$ cat config.mk
export PLATFORM = sky130hd
export DESIGN_NAME = icache_fill_bridge
export DESIGN_NICKNAME = d
export VERILOG_FILES = /design/src/rtl/icache_fill_bridge.sv
export SDC_FILE = /design/constraint.sdc
export NUM_CORES = 1
export LEC_CHECK = 0
export BUFFER_PORTS_ARGS = -buffer_cell sky130_fd_sc_hd__buf_2
export CAP_MARGIN = 5
export CORE_MARGIN = 4
export CORE_UTILIZATION = 25
export DETAILED_ROUTE_END_ITERATION = 8
export HOLD_SLACK_MARGIN = 0.12
export PLACE_DENSITY_LB_ADDON = 0.3
export SYNTH_ARGS = -nofsm -noshare
export SYNTH_HDL_FRONTEND = slang
export SYNTH_SLANG_ARGS = --single-unit
$ cat constraint.sdc
create_clock -name i_ck -period 3 [get_ports i_ck]
set_input_delay 0.15 -clock i_ck [delete_from_list [all_inputs] [get_ports i_ck]]
set_output_delay 0.15 -clock i_ck [all_outputs]
set_load 0.1 [all_outputs]
$ cat src/rtl/icache_fill_bridge.sv
// Line-fill engine between the instruction cache and a pipelined in-order RAM.
// Reads are credit-limited so the small return FIFO can never overflow.
`timescale 1ns/1ps
module icache_fill_bridge #(
   parameter  int unsigned BLOCK_WIDTH = 3,
   parameter  int unsigned FIFO_AW     = 2,
   localparam int unsigned AW          = 30,
   localparam int unsigned DW          = 32
) (
   input  logic          i_ck,
   input  logic          i_rb,
   input  logic          i_mem_req,
   input  logic [AW-1:0] i_mem_addr,
   output logic          o_mem_ack,
   output logic [DW-1:0] o_mem_data,
   output logic          o_ram_rd,
   output logic [AW-1:0] o_ram_addr,
   input  logic          i_ram_valid,
   input  logic [DW-1:0] i_ram_data,
   output logic          o_err
);

   localparam int unsigned BURST = 1 << BLOCK_WIDTH;
   localparam int unsigned DEPTH = 1 << FIFO_AW;
   localparam int unsigned CW    = BLOCK_WIDTH + 1;
   localparam int unsigned FW    = FIFO_AW + 1;
   localparam int unsigned SW    = FW + 1;
   localparam int unsigned BW    = AW - BLOCK_WIDTH;

   typedef enum logic [1:0] {
      IDLE  = 2'd0,
      ISSUE = 2'd1,
      DRAIN = 2'd2,
      FLUSH = 2'd3
   } state_t;

   state_t             state_q, state_d;
   logic [CW-1:0]      issue_cnt_q, issue_cnt_d;
   logic [CW-1:0]      ret_cnt_q, ret_cnt_d;
   logic [FW-1:0]      inflight_q, inflight_d;
   logic [FW-1:0]      fifo_cnt_q, fifo_cnt_d;
   logic [BW-1:0]      base_q, base_d;
   logic [FIFO_AW-1:0] wr_ptr_q, wr_ptr_d;
   logic [FIFO_AW-1:0] rd_ptr_q, rd_ptr_d;
   logic               err_q, err_d;
   logic [DW-1:0]      fifo_mem_q [DEPTH];

   logic          rd_c;
   logic          ack_c;
   logic          ret_accept_c;
   logic          push_c;
   logic          ret_done_c;
   logic          addr_bad_c;
   logic [SW-1:0] credit_sum_c;

   // Handshake decode: credit check, ack qualification and return acceptance.
   always_comb begin
      credit_sum_c = SW'(inflight_q) + SW'(fifo_cnt_q);
      rd_c         = (state_q == ISSUE) && (credit_sum_c < SW'(DEPTH));
      ack_c        = i_mem_req && (fifo_cnt_q != '0) &&
                     ((state_q == ISSUE) || (state_q == DRAIN));
      ret_accept_c = i_ram_valid && (inflight_q != '0);
      push_c       = ret_accept_c && (state_q != FLUSH);
      ret_done_c   = (ret_cnt_q == CW'(BURST));
      addr_bad_c   = (i_mem_addr[AW-1:BLOCK_WIDTH] != base_q) ||
                     (i_mem_addr[BLOCK_WIDTH-1:0] != ret_cnt_q[BLOCK_WIDTH-1:0]);
   end

   always_comb begin
      state_d     = state_q;
      issue_cnt_d = issue_cnt_q;
      ret_cnt_d   = ret_cnt_q;
      inflight_d  = inflight_q;
      fifo_cnt_d  = fifo_cnt_q;
      base_d      = base_q;
      wr_ptr_d    = wr_ptr_q;
      rd_ptr_d    = rd_ptr_q;
      err_d       = err_q;

      if (rd_c) issue_cnt_d = issue_cnt_q + CW'(1);
      if (ack_c) ret_cnt_d = ret_cnt_q + CW'(1);
      if (push_c) wr_ptr_d = wr_ptr_q + FIFO_AW'(1);
      if (ack_c) rd_ptr_d = rd_ptr_q + FIFO_AW'(1);

      case ({rd_c, ret_accept_c})
         2'b10:   inflight_d = inflight_q + FW'(1);
         2'b01:   inflight_d = inflight_q - FW'(1);
         default: inflight_d = inflight_q;
      endcase

      case ({push_c, ack_c})
         2'b10:   fifo_cnt_d = fifo_cnt_q + FW'(1);
         2'b01:   fifo_cnt_d = fifo_cnt_q - FW'(1);
         default: fifo_cnt_d = fifo_cnt_q;
      endcase

      if ((ack_c && addr_bad_c) || (i_ram_valid && (inflight_q == '0))) err_d = 1'b1;

      // Abort drops buffered words; reads already issued are drained in FLUSH.
      case (state_q)
         IDLE: begin
            if (i_mem_req) begin
               base_d      = i_mem_addr[AW-1:BLOCK_WIDTH];
               issue_cnt_d = '0;
               ret_cnt_d   = '0;
               state_d     = ISSUE;
            end
         end
         ISSUE: begin
            if (!i_mem_req && !ret_done_c) begin
               state_d    = FLUSH;
               fifo_cnt_d = '0;
               wr_ptr_d   = '0;
               rd_ptr_d   = '0;
            end else if (rd_c && (issue_cnt_q == CW'(BURST - 1))) begin
               state_d = DRAIN;
            end
         end
         DRAIN: begin
            if (ret_done_c) begin
               state_d = IDLE;
            end else if (!i_mem_req) begin
               state_d    = FLUSH;
               fifo_cnt_d = '0;
               wr_ptr_d   = '0;
               rd_ptr_d   = '0;
            end
         end
         FLUSH: begin
            if (inflight_q == '0) state_d = IDLE;
         end
         default: state_d = IDLE;
      endcase
   end

   always_ff @(posedge i_ck or negedge i_rb) begin
      if (!i_rb) begin
         state_q     <= IDLE;
         issue_cnt_q <= '0;
         ret_cnt_q   <= '0;
         inflight_q  <= '0;
         fifo_cnt_q  <= '0;
         base_q      <= '0;
         wr_ptr_q    <= '0;
         rd_ptr_q    <= '0;
         err_q       <= 1'b0;
      end else begin
         state_q     <= state_d;
         issue_cnt_q <= issue_cnt_d;
         ret_cnt_q   <= ret_cnt_d;
         inflight_q  <= inflight_d;
         fifo_cnt_q  <= fifo_cnt_d;
         base_q      <= base_d;
         wr_ptr_q    <= wr_ptr_d;
         rd_ptr_q    <= rd_ptr_d;
         err_q       <= err_d;
      end
   end

   // Return storage; returns become visible one cycle after i_ram_valid.
   always_ff @(posedge i_ck or negedge i_rb) begin
      if (!i_rb) begin
         for (int i = 0; i < int'(DEPTH); i++) fifo_mem_q[i] <= '0;
      end else if (push_c) begin
         fifo_mem_q[wr_ptr_q] <= i_ram_data;
      end
   end

   assign o_ram_rd   = rd_c;
   assign o_ram_addr = rd_c ? {base_q, issue_cnt_q[BLOCK_WIDTH-1:0]} : '0;
   assign o_mem_ack  = ack_c;
   assign o_mem_data = ack_c ? fifo_mem_q[rd_ptr_q] : '0;
   assign o_err      = err_q;

endmodule
==> impl_metrics.yaml, run 1 <==
cts:
  h-tree-depth: 4
  cts_tree: "built"
  numCtsBuffers: 17
  cts.reportedPaths.clkPinSlew_ns: 0.07
  max-clock-path-buffers: 2
  root_buffer: "clkbuf_16"
  clock_sinks: 176
  clk_latency_ns: 0.45
drt:
  dr.pass1.iters: 4
  wl_per_cell_um: 17.1
  drtIter0Drc: 223
  drc: 0
  routed-via-count: 5461
  antenna_left: 0
  avgViaCountPerCell: 4.27
  wirelength_um: 21900
critical_path:
  worst-r2r-setup-slack_ns: 0.65
  start_kind: "register"
  path_max_fanout: 22
  cpPeakStageDelay_ns: 0.42
  cp.required_ns: 2.85
  worst-setup-path-type: "reg2out"
  crit_arrival_ns: 2.56
  endpoint_kind: "primary output"
  slowest_stage: "buf_2"
  cp_cell_sequence: "inv_1, ha_1, o311a_4, buf_4, and2_1, buf_2"
layout:
  most-common-layout-cells: "175 x dfrtp_1, 127 x buf_2, 120 x mux2_4"
  fillerInstances: 3571
  area_growth_pct: 24.4
  layout-drive-gt1-share: 0.452
  stdcell_count: 1280
  final_nets: 881
  fin_area_um2: 11500
  mostFrequentLayoutCell: "dfrtp_1"
hold_path:
  min_path_type: "in2async"
die:
  die_y_um: 200
  core.rowCount: 70
  num_io_pins: 131
  dieArea_um2: 40100
  fp.dieW_um: 200
  start_util: 0.253
  core_um2: 36500
logic_synthesis:
  ys_ff_latch: 176
  syn_inst: 610
  netlist-cell-type-count: 39
  synth_edf_count: 0
  syn_avg_cell_area_um2: 15.1
  ys_warn_count: 0
  synth_seq_area_share: 0.477
  syn_area_um2: 9240
  async_flop_share: 1.00
  yosys_most_used_dff: "dfrtp_1"
  syn_nets: 695
sta:
  final-setup-viol-count: 0
  max-slew-margin-rel: 0.475
  timing.hold.ws_ns: 0.255
  worst-slew-pin-transition_ns: 0.787
  finalSetupTns_ns: 0
  finClkSkew_ns: 0.0120
  slew_violations: 0
  period_share: 0.903
  grt_setup_unrepaired: "no"
  hold_viol_final: 0
  worst_slack_ns: 0.291
  fmax_mhz: 369
  min_period_ns: 2.71
placed_design:
  place_inst: 1183
  dpl-instance-area_um2: 10300
  dpl.hpwl_um: 13800
  port_buffers: 130
  preCtsSetupSlack_ns: 0.546
  gp_routability_congestion: 0.717
grt:
  grt_max_degree: 73
  grt_pass1_wl_um: 35700
  gr-usage-all-layers: 0.112
  antenna_found_initial: 3
  grt_pass1_vias: 6271
  globalRoute.totalOverflow: 0
power:
  cellLeakagePower_nw: 5.29
  max-vdd-ir-drop_mv: 0.414
  power.density_nw_per_um2: 1070
flow_run:
  maxCapViolCount: 0
run_status:
  status: "completed"
## cell families (layout without fill, tap and decap cells)
logic type                 count (synthesis)  count (layout)  share of synthesized area
and+or+nand+nor                          106             106                     0.0734
AOI/OAI and AO/OA                         20              20                     0.0139
other                                      0               3                          0
DFF                                      176             176                      0.477
buffers and inverters                     55             254                     0.0478
xor gates and xnor gates                  44              44                     0.0417
adders and majority gates                 19              19                     0.0274
muxes                                    190             190                      0.319
## cell usage after synthesis, drive strengths merged (2+ instances only)
cell    number  share of area
dfrtp      176           0.48
mux2       155           0.24
and2        36          0.024
and3        34          0.025
mux4        32          0.078
xnor2       28          0.027
buf         25          0.036
ha          17          0.023
xor2        16          0.015
clkbuf      15         0.0061
inv         15         0.0061
nor2        10         0.0041
nand4        8         0.0054
a21oi        7         0.0038
nand2        5         0.0020
o22ai        5         0.0034
o21ai        4         0.0022
mux2i        3         0.0033
nor2b        3         0.0028
nor4         3         0.0020
fa           2         0.0043
nand3        2         0.0011
nor3         2         0.0023
## power by group
| group | switching [mW] | total [mW] | internal, mW |
|---|---|---|---|
| combinational | 3.08 | 5.86 | 2.78 |
| clock | 1.08 | 2.18 | 1.10 |
| sequential | 0.724 | 4.24 | 3.52 |
| total | 4.88 | 12.3 | 7.40 |
## through the flow
stage | power [mW] | util
2_1_floorplan | 9.10 | -
3_3_place_gp | 10.1 | 0.282
3_5_place_dp | 10.1 | 0.282
4_1_cts | 12.5 | 0.314
5_1_grt | 13.0 | 0.315
6_report | 12.3 | 0.315
## metal layers
metal / GRT usage / vias to the layer above / part of all wire
met5: 0 / - / 0
met4: 0.0411 / 0 / 0.021
met3: 0.0278 / 27 / 0.032
met2: 0.183 / 72 / 0.48
met1: 0.145 / 2824 / 0.47
li1: - / 2538 / -
## critical path: cells and delay by family (launching register included)
family / cells / cell delay (ns)
flops: 1 / 0.39
buf+inv: 3 / 0.84
fa+ha+maj: 1 / 0.32
simple gates: 1 / 0.17
compound gates: 1 / 0.38
## what timing repair did
item | in CTS | in global routing
buffers inserted | 0 | 0
hold endpoints to repair | 232 | 0
hold buffers | 62 | 0
endpoints found under the setup margin | 0 | 18
gates resized for setup | 0 | 1
## state kept, by name, summed over array words and instances, names as in the netlist, named ones only
signal	flops
fifo_mem_q	128
rd_ptr_q	2
issue_cnt_q	4
wr_ptr_q	2
fifo_cnt_q	3
o_err	1
state_q	2
inflight_q	3
ret_cnt_q	1
base_q	27
## path summary, 6_finish.rpt
kind / from / to / depth (start not counted)
worst min-delay path: i_rb / base_q[5]$_DFFE_PN0P_ / 2
worst max-delay path: state_q[0]$_DFFE_PN0P_ / o_mem_data[30] / 6
max in group asynchronous: i_rb / fifo_mem_q[59]$_DFFE_PN0P_ / 3
min in group i_ck: i_mem_addr[0] / o_err$_DFFE_PN0P_ / 5
worst min register to register: fifo_mem_q[65]$_DFFE_PN0P_ / fifo_mem_q[65]$_DFFE_PN0P_ / 1
worst max register to register: inflight_q[2]$_DFFE_PN0P_ / inflight_q[1]$_DFFE_PN0P_ / 9
## layout make-up
class / instances / area, um^2 / share of cell area
clock buffers: 17 / 425 / 0.0370
clock inverters: 15 / 140 / 0.0122
diodes: 3 / 7.51 / 0.000653
multi-input cells: 379 / 4400 / 0.383
flip-flops and latches: 176 / 4410 / 0.383
repair buffers: 207 / 1470 / 0.128
inverters: 15 / 56.3 / 0.00490
well taps: 468 / 586 / 0.0509
(Power assumes the default switching activity.)
==> run 2: changes to the inputs <==
--- a/config.mk
+++ b/config.mk
@@ -9,6 +9,7 @@
 export CAP_MARGIN = 5
 export CORE_MARGIN = 4
 export CORE_UTILIZATION = 25
+export CTS_BUF_LIST = sky130_fd_sc_hd__clkbuf_4
 export DETAILED_ROUTE_END_ITERATION = 8
 export HOLD_SLACK_MARGIN = 0.12
 export PLACE_DENSITY_LB_ADDON = 0.3
==> impl_metrics.yaml, run 2 (synthesis gave the netlist of run 1 again) <==
drt:
  antenna_left: 0
  dr.pass1.iters: 4
  drc: 0
  drtIter0Drc: 231
  wirelength_um: 22200
  routed-via-count: 5468
  avgViaCountPerCell: 4.26
  wl_per_cell_um: 17.3
layout:
  most-common-layout-cells: "175 x dfrtp_1, 120 x mux2_4, 83 x buf_2"
  top_regs: "fifo_mem_q x128, base_q x27, issue_cnt_q x4"
  fin_area_um2: 11400
  area_growth_pct: 23.1
  top_register: "fifo_mem_q"
  largest_reg_flops: 128
  layout-drive-gt1-share: 0.451
  fillerInstances: 3596
  mostFrequentLayoutCell: "dfrtp_1"
  final_nets: 886
cts:
  clock_sinks: 176
  clk_latency_ns: 0.61
  h-tree-depth: 4
  root_buffer: "clkbuf_4"
  cts.reportedPaths.clkPinSlew_ns: 0.17
  max-clock-path-buffers: 2
  numCtsBuffers: 17
  cts_tree: "built"
sta:
  hold_viol_final: 0
  min_period_ns: 2.84
  worst-slew-pin-transition_ns: 0.779
  slew_violations: 0
  period_share: 0.946
  finClkSkew_ns: 0.0259
  timing.hold.ws_ns: 0.338
  fmax_mhz: 352
  finalSetupTns_ns: 0
  max-slew-margin-rel: 0.481
  final-setup-viol-count: 0
placed_design:
  dpl.hpwl_um: 13800
  dpl-instance-area_um2: 10300
  port_buffers: 130
  gp_routability_congestion: 0.717
power:
  power_switching_mw: 4.80
  max-vdd-ir-drop_mv: 0.330
  p_seq_frac: 0.366
  cellLeakagePower_nw: 5.17
  combPwrFrac: 0.516
  power_frac_clock: 0.118
  power.density_nw_per_um2: 1010
  internal_power_mw: 6.73
  switching_share: 0.416
critical_path:
  cp.required_ns: 2.85
  start_kind: "register"
  worst-setup-path-type: "reg2out"
  crit_arrival_ns: 2.69
  endpoint_kind: "primary output"
  path_max_fanout: 30
die:
  core.rowCount: 70
  dieArea_um2: 40100
  start_util: 0.253
  fp.dieW_um: 200
  die_y_um: 200
  num_io_pins: 131
  core_um2: 36500
grt:
  grt_pass1_vias: 6266
  grt_pass1_wl_um: 35800
  globalRoute.totalOverflow: 0
  antenna_found_initial: 3
  gr-usage-all-layers: 0.113
  grt_max_degree: 70
flow_run:
  maxCapViolCount: 0
hold_path:
  min_path_type: "in2reg"
run_status:
  status: "completed"
-- run 2: path summary, 6_finish.rpt --
| check | startpoint | endpoint | slack [ns] | cells after the start |
|---|---|---|---|---|
| setup / recovery | inflight_q[2]$_DFFE_PN0P_ | o_ram_addr[9] | 0.16 | 5 |
| hold / removal | i_mem_addr[24] | base_q[21]$_DFFE_PN0P_ | 0.34 | 3 |
| setup reg to reg | register | o_err$_DFFE_PN0P_ | 0.45 | 6 |
| hold reg to reg | fifo_mem_q[65]$_DFFE_PN0P_ | fifo_mem_q[65]$_DFFE_PN0P_ | 0.51 | 1 |
| max in group asynchronous | i_rb | fifo_mem_q[59]$_DFFE_PN0P_ | 1.62 | 4 |
| min in group asynchronous | i_rb | fifo_mem_q[0]$_DFFE_PN0P_ | 0.65 | 3 |
-- run 2: final cells by class --
type | instances | area [um^2] | share of cell area
sequential | 176 | 4410 | 0.387
clock inverter | 15 | 140 | 0.0123
tap | 468 | 586 | 0.0515
clock buffer | 17 | 128 | 0.0112
inverter | 15 | 56.3 | 0.00495
multi-input combinational | 379 | 4400 | 0.387
timing repair buffer | 212 | 1640 | 0.145
antenna | 3 | 7.51 | 0.000660
-- run 2: power groups by stage --
stage                     registers [mW]  logic [mW]  clock network, mW
after floorplan                     4.04        5.05                  0
after global placement              4.25        5.82                  0
after detailed placement            4.25        5.87                  0
after CTS                           4.22        5.99               1.44
after global routing                4.37        6.37               1.53
final                               4.22        5.96               1.36
-- run 2: critical path, stage by stage (launching register included) --
cell	delay, ns
dfrtp_1	0.47
ha_1	0.35
nor4b_4	0.29
buf_4	0.34
and3_1	0.21
buf_2	0.42
-- run 2: repair_timing --
item,CTS,global route
resized for setup,15,31
hold endpoints to repair,314,0
hold buffers,67,0
pin swaps,0,0
setup buffers,0,0
setup endpoints to repair,19,35
-- run 2: routing by layer --
layer	vias up	share of wire	GRT usage
met5	-	0	0
met4	0	0.017	0.0371
met3	19	0.032	0.0296
met2	69	0.48	0.186
met1	2833	0.47	0.144
li1	2547	-	-
-- run 2: through the flow --
| stage | setup slack (ns) | power [mW] | utilization | instances |
|---|---|---|---|---|
| 6_report | 0.163 | 11.5 | 0.311 | 1285 |
| 5_1_grt | -0.00667 | 12.3 | 0.311 | 1285 |
| 4_1_cts | 0.00106 | 11.7 | 0.309 | 1282 |
| 3_5_place_dp | 0.546 | 10.1 | 0.282 | 1183 |
| 3_3_place_gp | 0.557 | 10.1 | 0.282 | 1183 |
| 2_1_floorplan | 0.00371 | 9.10 | - | 610 |
==> run 3: changes to the inputs <==
--- a/config.mk
+++ b/config.mk
@@ -13,6 +13,7 @@
 export DETAILED_ROUTE_END_ITERATION = 8
 export HOLD_SLACK_MARGIN = 0.12
 export PLACE_DENSITY_LB_ADDON = 0.3
+export SETUP_SLACK_MARGIN = 0.5
 export SYNTH_ARGS = -nofsm -noshare
 export SYNTH_HDL_FRONTEND = slang
 export SYNTH_SLANG_ARGS = --single-unit
==> impl_metrics.yaml, run 3 (synthesis gave the netlist of run 1 again) <==
run_status:
  status: "completed"
layout:
  fillerInstances: 3477
  top_regs: "fifo_mem_q x128, base_q x27, issue_cnt_q x4"
  area_growth_pct: 34.0
  seq_area_um2: 4410
  largest_reg_flops: 128
  multiInputGateArea_um2: 4610
  most-common-layout-cells: "175 x dfrtp_1, 120 x mux2_4, 65 x dlygate4sd3_1, 65 x buf_2, 53 x buf_12"
  top_register: "fifo_mem_q"
  final_nets: 896
  layout-drive-gt1-share: 0.506
  mostFrequentLayoutCell: "dfrtp_1"
  fin_util: 0.339
sta:
  grt_setup_unrepaired: "yes"
  final-setup-viol-count: 0
  period_share: 0.805
  hold_viol_final: 0
  worst-slew-pin-transition_ns: 0.789
  finClkSkew_ns: 0.0294
  min_period_ns: 2.42
  slew_violations: 0
  finalSetupTns_ns: 0
  fmax_mhz: 414
  max-slew-margin-rel: 0.474
cts:
  cts.reportedPaths.clkPinSlew_ns: 0.17
  clk_latency_ns: 0.59
  h-tree-depth: 4
  root_buffer: "clkbuf_4"
  max-clock-path-buffers: 2
  cts_tree: "built"
  clock_sinks: 176
  numCtsBuffers: 17
critical_path:
  crit_arrival_ns: 2.27
  start_kind: "register"
  worst-setup-path-type: "reg2out"
  cp.required_ns: 2.85
  cp_cell_sequence: "ha_4, nor4b_4, buf_4, clkbuf_16, and3_4, buf_12"
  crit_family: "buffers and inverters"
  slowest_stage: "dfrtp_1"
  path_buf_inv: 3
  path_max_fanout: 7
  cpPeakStageDelay_ns: 0.44
  endpoint_kind: "primary output"
grt:
  gr-usage-all-layers: 0.114
  grt_pass1_wl_um: 36200
  globalRoute.totalOverflow: 0
  grt_pass1_vias: 6146
  grt_max_degree: 67
  antenna_found_initial: 3
die:
  die_y_um: 200
  fp.dieW_um: 200
  start_util: 0.253
  core_um2: 36500
  core.rowCount: 70
  dieArea_um2: 40100
  num_io_pins: 131
drt:
  wirelength_um: 22600
  avgViaCountPerCell: 4.32
  routed-via-count: 5592
  drc: 0
  wl_per_cell_um: 17.5
  antenna_left: 0
  dr.pass1.iters: 4
  drtIter0Drc: 227
power:
  cellLeakagePower_nw: 5.34
  power.density_nw_per_um2: 999
  max-vdd-ir-drop_mv: 0.286
placed_design:
  dpl.hpwl_um: 13800
  port_buffers: 130
  gp_routability_congestion: 0.704
hold_path:
  min_path_type: "in2reg"
flow_run:
  maxCapViolCount: 0
## run 3: worst paths after layout
kind                                                  from                    endpoint  slack, ns  cells past startpoint
worst max-delay path             inflight_q[2]$_DFFE_PN0P_              o_ram_addr[15]       0.58                      6
worst min-delay path                        i_mem_addr[19]      base_q[16]$_DFFE_PN0P_       0.34                      3
worst max register to register      state_q[0]$_DFFE_PN0P_     fifo_cnt_q[2]$_DFF_PN0_       0.64                     11
worst min register to register  fifo_mem_q[31]$_DFFE_PN0P_  fifo_mem_q[31]$_DFFE_PN0P_       0.50                      1
max in group asynchronous                             i_rb       base_q[5]$_DFFE_PN0P_       0.76                      4
min in group asynchronous                             i_rb      base_q[15]$_DFFE_PN0P_       0.65                      3
## run 3: cell type report
class	instances	area share
multi-input combinational	379	0.372
inverter	15	0.00455
clock buffer	17	0.0103
tap	468	0.0473
sequential	176	0.356
clock inverter	15	0.0107
timing repair buffer	222	0.198
antenna	2	0.000404
## run 3: layer usage
| layer | GRT usage | wire length [um] |
|---|---|---|
| met2 | 0.190 | 11100 |
| met3 | 0.0270 | 763 |
| met5 | 0 | 11 |
| met1 | 0.149 | 10400 |
| met4 | 0.0307 | 314 |
## run 3: metrics by stage
step | instance area (um^2) | cells | setup WS, ns | power, mW | hold slack (ns)
after global routing | 12400 | 1294 | 0.410 | 13.1 | 0.267
final | 12400 | 1294 | 0.585 | 12.4 | 0.344
after floorplan | 9250 | 610 | 0.535 | 9.11 | -0.146
after global placement | 10300 | 1184 | 0.608 | 10.0 | 0.256
after detailed placement | 10300 | 1184 | 0.596 | 10.1 | 0.256
after CTS | 12200 | 1290 | 0.477 | 12.3 | 0.256
## run 3: worst reg2reg max path, delay by kind of cell, from the launching register on
family,cells,cell delay (ns)
fa+ha+maj,3,0.78
flops,1,0.42
buf+inv,3,0.39
simple gates,3,0.39
xor+xnor,2,0.27
## run 3: repair_timing
action | in CTS | in global routing
hold buffers | 65 | 0
pin swaps | 1 | 1
buffers inserted | 8 | 1
endpoints found under the hold margin | 282 | 0
gates cloned | 1 | 1
resized for setup | 240 | 36
endpoints found under the setup margin | 63 | 55
## run 3: power breakdown
| group | internal, mW | switching [mW] | total [mW] |
|---|---|---|---|
| Sequential | 3.50 | 0.728 | 4.23 |
| Clock | 0.421 | 0.921 | 1.34 |
| Combinational | 3.52 | 3.28 | 6.79 |
